==> config.mk <==
export PLATFORM = sky130hd
export DESIGN_NAME = logic_op_fifo
export DESIGN_NICKNAME = d
export VERILOG_FILES = /design/src/rtl/logic_op_fifo.sv
export SDC_FILE = /design/constraint.sdc
export NUM_CORES = 1
export LEC_CHECK = 0
export ABC_CLOCK_PERIOD_IN_PS = 2050
export CORE_ASPECT_RATIO = 1.25
export CORE_UTILIZATION = 49
export CTS_CLUSTER_DIAMETER = 120
export DETAILED_ROUTE_END_ITERATION = 10
export PLACE_DENSITY = 0.8
export SETUP_SLACK_MARGIN = 0.3
export SLEW_MARGIN = 20
export SYNTH_ARGS = -nofsm -noshare
export SYNTH_HDL_FRONTEND = slang
export SYNTH_SLANG_ARGS = --single-unit
==> constraint.sdc <==
create_clock -name CLK -period 2.05 [get_ports CLK]
set_input_delay 0.205 -clock CLK [delete_from_list [all_inputs] [get_ports CLK]]
set_output_delay 0.205 -clock CLK [all_outputs]
set_load 0.1 [all_outputs]
==> src/rtl/logic_op_fifo.sv <==
// Bitwise-op result FIFO: each accepted put computes XOR/AND/OR of two operands and queues the result for a get handshake.
// Optional accumulator op (put_op=11) is built when LOGIC_OP_FIFO_ACC_EN is defined; otherwise put_op=11 acts as XOR.
module logic_op_fifo #(
  parameter int WIDTH = 8,
  parameter int DEPTH = 4
) (
  input  logic                       CLK,
  input  logic                       RST_N,
  input  logic [WIDTH-1:0]           put_a,
  input  logic [WIDTH-1:0]           put_b,
  input  logic [1:0]                 put_op,
  input  logic                       EN_put,
  output logic                       RDY_put,
  input  logic                       EN_get,
  output logic [WIDTH-1:0]           get,
  output logic                       RDY_get,
  output logic [$clog2(DEPTH+1)-1:0] count
);

  localparam int AW = $clog2(DEPTH);
  localparam int CW = $clog2(DEPTH + 1);
  localparam logic [AW:0] PTR_ONE = (AW + 1)'(1);

  typedef enum logic [1:0] {
    OP_XOR = 2'b00,
    OP_AND = 2'b01,
    OP_OR  = 2'b10,
    OP_ACC = 2'b11
  } op_e;

  op_e              op;
  logic [AW:0]      wr_ptr;
  logic [AW:0]      rd_ptr;
  logic [WIDTH-1:0] mem [DEPTH];
  logic [WIDTH-1:0] result;
  logic             full;
  logic             empty;
  logic             put_fire;
  logic             get_fire;

  assign op = op_e'(put_op);

  // Pointers carry one extra wrap bit so full and empty are distinguishable without a separate counter.
  assign empty    = (wr_ptr == rd_ptr);
  assign full     = (wr_ptr[AW] != rd_ptr[AW]) && (wr_ptr[AW-1:0] == rd_ptr[AW-1:0]);
  assign put_fire = EN_put && !full;
  assign get_fire = EN_get && !empty;

  assign RDY_put = !full;
  assign RDY_get = !empty;
  assign count   = CW'(wr_ptr - rd_ptr);
  assign get     = empty ? '0 : mem[rd_ptr[AW-1:0]];

`ifdef LOGIC_OP_FIFO_ACC_EN
  logic [WIDTH-1:0] acc;

  always_ff @(posedge CLK or negedge RST_N) begin
    if (!RST_N) begin
      acc <= '0;
    end else if (put_fire && op == OP_ACC) begin
      acc <= result;
    end
  end
`endif

  // NOTE: assign a default before the case so every path drives result and no latch is inferred.
  always_comb begin
    result = put_a ^ put_b;
    case (op)
      OP_XOR: result = put_a ^ put_b;
      OP_AND: result = put_a & put_b;
      OP_OR:  result = put_a | put_b;
`ifdef LOGIC_OP_FIFO_ACC_EN
      OP_ACC: result = acc ^ put_a ^ put_b;
`else
      OP_ACC: result = put_a ^ put_b;
`endif
      default: result = put_a ^ put_b;
    endcase
  end

  always_ff @(posedge CLK or negedge RST_N) begin
    if (!RST_N) begin
      wr_ptr <= '0;
      rd_ptr <= '0;
    end else begin
      if (put_fire) wr_ptr <= wr_ptr + PTR_ONE;
      if (get_fire) rd_ptr <= rd_ptr + PTR_ONE;
    end
  end

  // NOTE: storage is reset explicitly so a cleared FIFO never exposes old results, at the cost of losing RAM inference.
  always_ff @(posedge CLK or negedge RST_N) begin
    if (!RST_N) begin
      for (int i = 0; i < DEPTH; i++) mem[i] <= '0;
    end else if (put_fire) begin
      mem[wr_ptr[AW-1:0]] <= result;
    end
  end

endmodule
**Word-level counts from Yosys, hierarchy flattened**

Index checks and enable logic that the tools add are counted.

- Output and inout port bits: 13
- Bits in read-only memories: 0
- Bits in latches: 0
- Memories: 0
- Bits in writable memories: 0
- Input bits: 22
- Bits in registers: 38
- Logic and storage cells: 39

- Add/subtract/negate cells: 3
- Muxes and demuxes: 8
- Equal/unequal tests: 6
- Multiply operators: 0
- Reductions and logical operators: 8
- $lt $le $gt $ge: 3
- Bitwise gates (word level): 5
- Shift operators: 0
- Div/mod/pow operators: 0

Operator list:

| kind | count |
|---|---|
| $bwmux W32 | 1 |
| $mux W8 | 4 |
| $pmux W8 S3 | 1 |
| $bmux W8 S2 | 1 |
| $demux W8 S2 | 1 |
| $and A8 B8 Y8 | 1 |
| $or A8 B8 Y8 | 1 |
| $xor A8 B8 Y8 | 1 |
| $add A3 B1 Y3 const B | 2 |
| $ge A3 B3 Y1 const B | 2 |
| $not A2 Y3 | 2 |
| $eq A2 B2 Y1 const B | 2 |
| $logic_and A1 B1 Y1 | 4 |
| $eq A3 B3 Y1 | 1 |
| $lt A3 B1 Y1 const B | 1 |
| $sub A3 B3 Y3 | 1 |
| $eq A2 B1 Y1 const B | 1 |
| $eq A2 B2 Y1 | 1 |
| $logic_not A1 Y1 | 2 |
| $logic_not A2 Y1 | 1 |
| $reduce_or A2 Y1 | 1 |
| $ne A1 B1 Y1 | 1 |

**Logic depth before layout (Yosys ltp)**

- Depth in word-level cells: 6
- Depth in mapped cells: 7
- Mapped depth without buffers: 5

**Worst setup path before layout**

Ideal clock, no wire load.

- Path kind: register -> output
- From: register rd_ptr[1]
- To: output port get[0]
- Path buffers: 2
- Arrival: 2807 ps
- Cell stages (with the launch flop): 8
- Setup slack: -962 ps
- Cell sequence: dfrtp_1 -> clkbuf_1 -> inv_1 -> ha_1 -> clkbuf_1 -> nand2_1 -> nor2_1 -> nor2b_1

- Word-level cells in the longest chain between the ends: 5

Ends and longest elaborated chain:

| what | line | text |
|---|---|---|
| start, declared | 33 | `logic [AW:0] rd_ptr;` |
| start signal, assigned | 88 | `if (get_fire) rd_ptr <= rd_ptr + PTR_ONE;` |
| $not A2 Y3 (not written as such) | 52 | `assign get = empty ? '0 : mem[rd_ptr[AW-1:0]];` |
| $bmux W8 S2 | 52 |  |
| $mux W8 (not written as such) (2 in a row) | 52 |  |
| $mux W8 (*) | 52 |  |
| end, declared | 15 | `output logic [WIDTH-1:0] get,` |

Mark *: on every way between the ends. The rest lies on a longest branch, timed or not. The select of a mux whose other input is x is not followed.

**Worst setup path after layout**

- From: register rd_ptr[0]
- To: output port get[5]

The elaborated chain is that of the path after synthesis.

==> results_dict.tcl <==
set metrics [dict create \
    start_kind "flop" \
    syn_area_mm2 0.00246 \
    ys_warn_count 0 \
    dp_hpwl_um 3610 \
    clkSinkCount 38 \
    r2r_slack_ns 0.42 \
    multi_input_comb_area_mm2 0.00143 \
    crit_top_cell "buf_12" \
    setup_violations 0 \
    avgSynthCellArea_um2 10.7 \
    cp_max_fo 10 \
    start_util_pct 51.6 \
    cts-root-buf "clkbuf_8" \
    syn_nets 277 \
    status "finished clean" \
    row_count 28 \
    rr_worst_depth 5 \
    required_ns 1.85 \
    port_buffers 34 \
    reg2reg_from "rd_ptr[2]$_DFFE_PN0P_" \
    drt-total-wl_um 4920 \
    dieArea_mm2 0.00531 \
    synth-seq-cells 38 \
    cp.arrival_ns 1.74 \
    tightest_slew_ns 0.557 \
    min_period_ns 1.95 \
    die_h_um 81.2 \
    drt-initial-drc-count 30 \
    critPathKind "reg2out" \
    seq_area_frac_synth_pct 38.7 \
    cts.clk_slew.worst_paths_ns 0.07 \
    htreeDepth 2 \
    insertion_delay_ns 0.30 \
    syn_inst 229 \
    slew_viol_final 0 \
    rsz0062_at_grt "true" \
    fmax_mhz 513 \
    path_cells "buf_12, mux4_2, nor2b_4, buf_12" \
    vias_per_cell 5.05 \
    tritoncts "yes" \
    finalHoldViolations 0 \
    num_io_pins 35 \
    area_growth_pct 39.8 \
    grt_antenna_before_repair 0 \
    drc 0 \
    gr-total-overflow 0 \
    clock_skew_ns 0.00633 \
    cap_violations 0 \
    hold_class "in2async" \
    dpl.cell_count 334 \
    dieWidth_um 65.4 \
    grt_pass1_vias 1874 \
    clk_path_buf_depth 2 \
    layout-drive-gt1-share_pct 28.5 \
    cp_slowest_cell "mux4_2" \
    ys_types 24 \
    drtPass1Iterations 4 \
    routabilityCongestion 0.745 \
    grt_pass1_wl_um 8510 \
    end_kind "primary output" \
    track_usage_pct 21.7 \
    antenna_cells 0 \
    stdcell_count 348 \
    route.vias.total 1756 \
    r2r-end "wr_ptr[1]$_DFFE_PN0P_" \
    critPathCapture "get[5]" \
    wl_per_cell_um 14.1 \
    register_area_um2 955 \
    period_share_pct 95.1 \
    max_stage_delay_ns 0.51 \
    numCtsBuffers 5 \
    fillers 343 \
    layout.nets 335 \
    worstSetupStartpoint "rd_ptr[0]$_DFFE_PN0P_" \
    relSlewSlack_pct 62.9 \
    grt_max_degree 39 \
    core-area_mm2 0.00476 \
    drtAntennaViolNets 0 \
]
[registers in the layout, indices dropped and copies added (netlist names)]
| signal | cells |
|---|---|
| mem | 32 |
| wr_ptr | 3 |
| rd_ptr | 3 |
[logic make-up after synthesis]
family | share of synthesized area [%]
AOI/OAI and AO/OA | 4.93
xor gates and xnor gates | 2.80
adders and majority gates | 13.5
buffers and inverters | 9.56
DFF | 38.7
muxes | 21.3
and+or+nand+nor | 9.26
[worst min-delay path by stage]
stage,from,to,cells after the start
global route,RST_N,mem[31]$_DFFE_PN0P_,2
global placement,mem[15]$_DFFE_PN0P_,mem[15]$_DFFE_PN0P_,2
finish,RST_N,mem[2]$_DFFE_PN0P_,2
CTS,RST_N,mem[31]$_DFFE_PN0P_,2
detailed placement,mem[12]$_DFFE_PN0P_,mem[12]$_DFFE_PN0P_,2
floorplan,RST_N,mem[0]$_DFFE_PN0P_,0
[Yosys cell counts]
library cell   n  area [µm²]
xnor2_1        5        43.8
nand2b_1       8        50.1
inv_1         56         210
xor2_2         1        16.3
clkbuf_1       4        15.0
nand3_1        1        5.00
o21ai_1        1        5.00
mux4_2         8         180
buf_2          2        10.0
mux2i_1       32         320
o21ai_0        1        5.00
a31oi_2        3        37.5
nand2_1        5        18.8
and2_1         8        50.1
fa_1           1        20.0
nor2b_1       16         100
nor2_1         1        3.75
mux2_2         2        22.5
ha_1          25         313
xor2_1         1        8.76
o211ai_1       1        7.51
a31oi_1        1        6.26
o31ai_1        8        60.1
dfrtp_1       38         951
[area by class of cell]
class                   count  area share [%]
multi-input cells         129            41.5
inverters                  56            6.40
well taps                  60            2.18
clock inverters             1           0.146
repair buffers             57            19.5
flip-flops and latches     38            27.8
clock buffers               7            2.51
[worst max-delay path: cells and delay by family (launching register included)]
family	cells	cell delay, ns
multiplexers	1	0.51
flip-flops	1	0.44
buffers and inverters	2	0.34
AND/OR/NAND/NOR	1	0.15
[layout by cell type, fill, tap and decap left out, types with 3 or more instances in the layout]
master           count
buf_6                4
nor2b_4              8
nor2b_1              8
o31ai_2              3
clkdlybuf4s50_1     21
mux2i_1             32
nand2b_1             8
ha_1                23
mux4_2               8
dfrtp_1             35
a31oi_2              3
xnor2_1              4
buf_4               18
buf_12              14
and2_1               8
clkbuf_8             6
dfrtp_2              3
o31ai_1              5
nand2_1              4
inv_1               52
[per-layer routing]
layer,share of wire [%],GRT usage (%),vias to the layer above
li1,-,-,847
met4,1.8,8.26,0
met1,39,23.7,866
met5,0,0,-
met3,2.4,3.37,7
met2,56,41.3,36
[stage by stage]
stage                     util (%)  setup WS, ns  hold slack [ns]  instance area (µm²)  setup TNS, ns
after global placement        67.9        0.0614            0.500                 3240              0
after global routing          72.2        0.0538            0.388                 3440              0
after CTS                     71.7         0.103            0.342                 3420              0
final                         72.2         0.101            0.324                 3440              0
after floorplan                  -        -0.195          -0.0906                 2610         -0.195
after detailed placement      67.9       -0.0269            0.509                 3240        -0.0769
[what timing repair did]
item                                   in CTS  in global routing
setup buffers                               6                  0
setup endpoints to repair                  17                 21
hold buffers                                0                  0
pin swaps                                   3                  0
endpoints found under the hold margin       0                  0
gates resized for setup                    10                  7
Power is left out: the tool's default activity adds up to more than one toggle a clock period on the data nets, which glitch-free logic cannot reach.
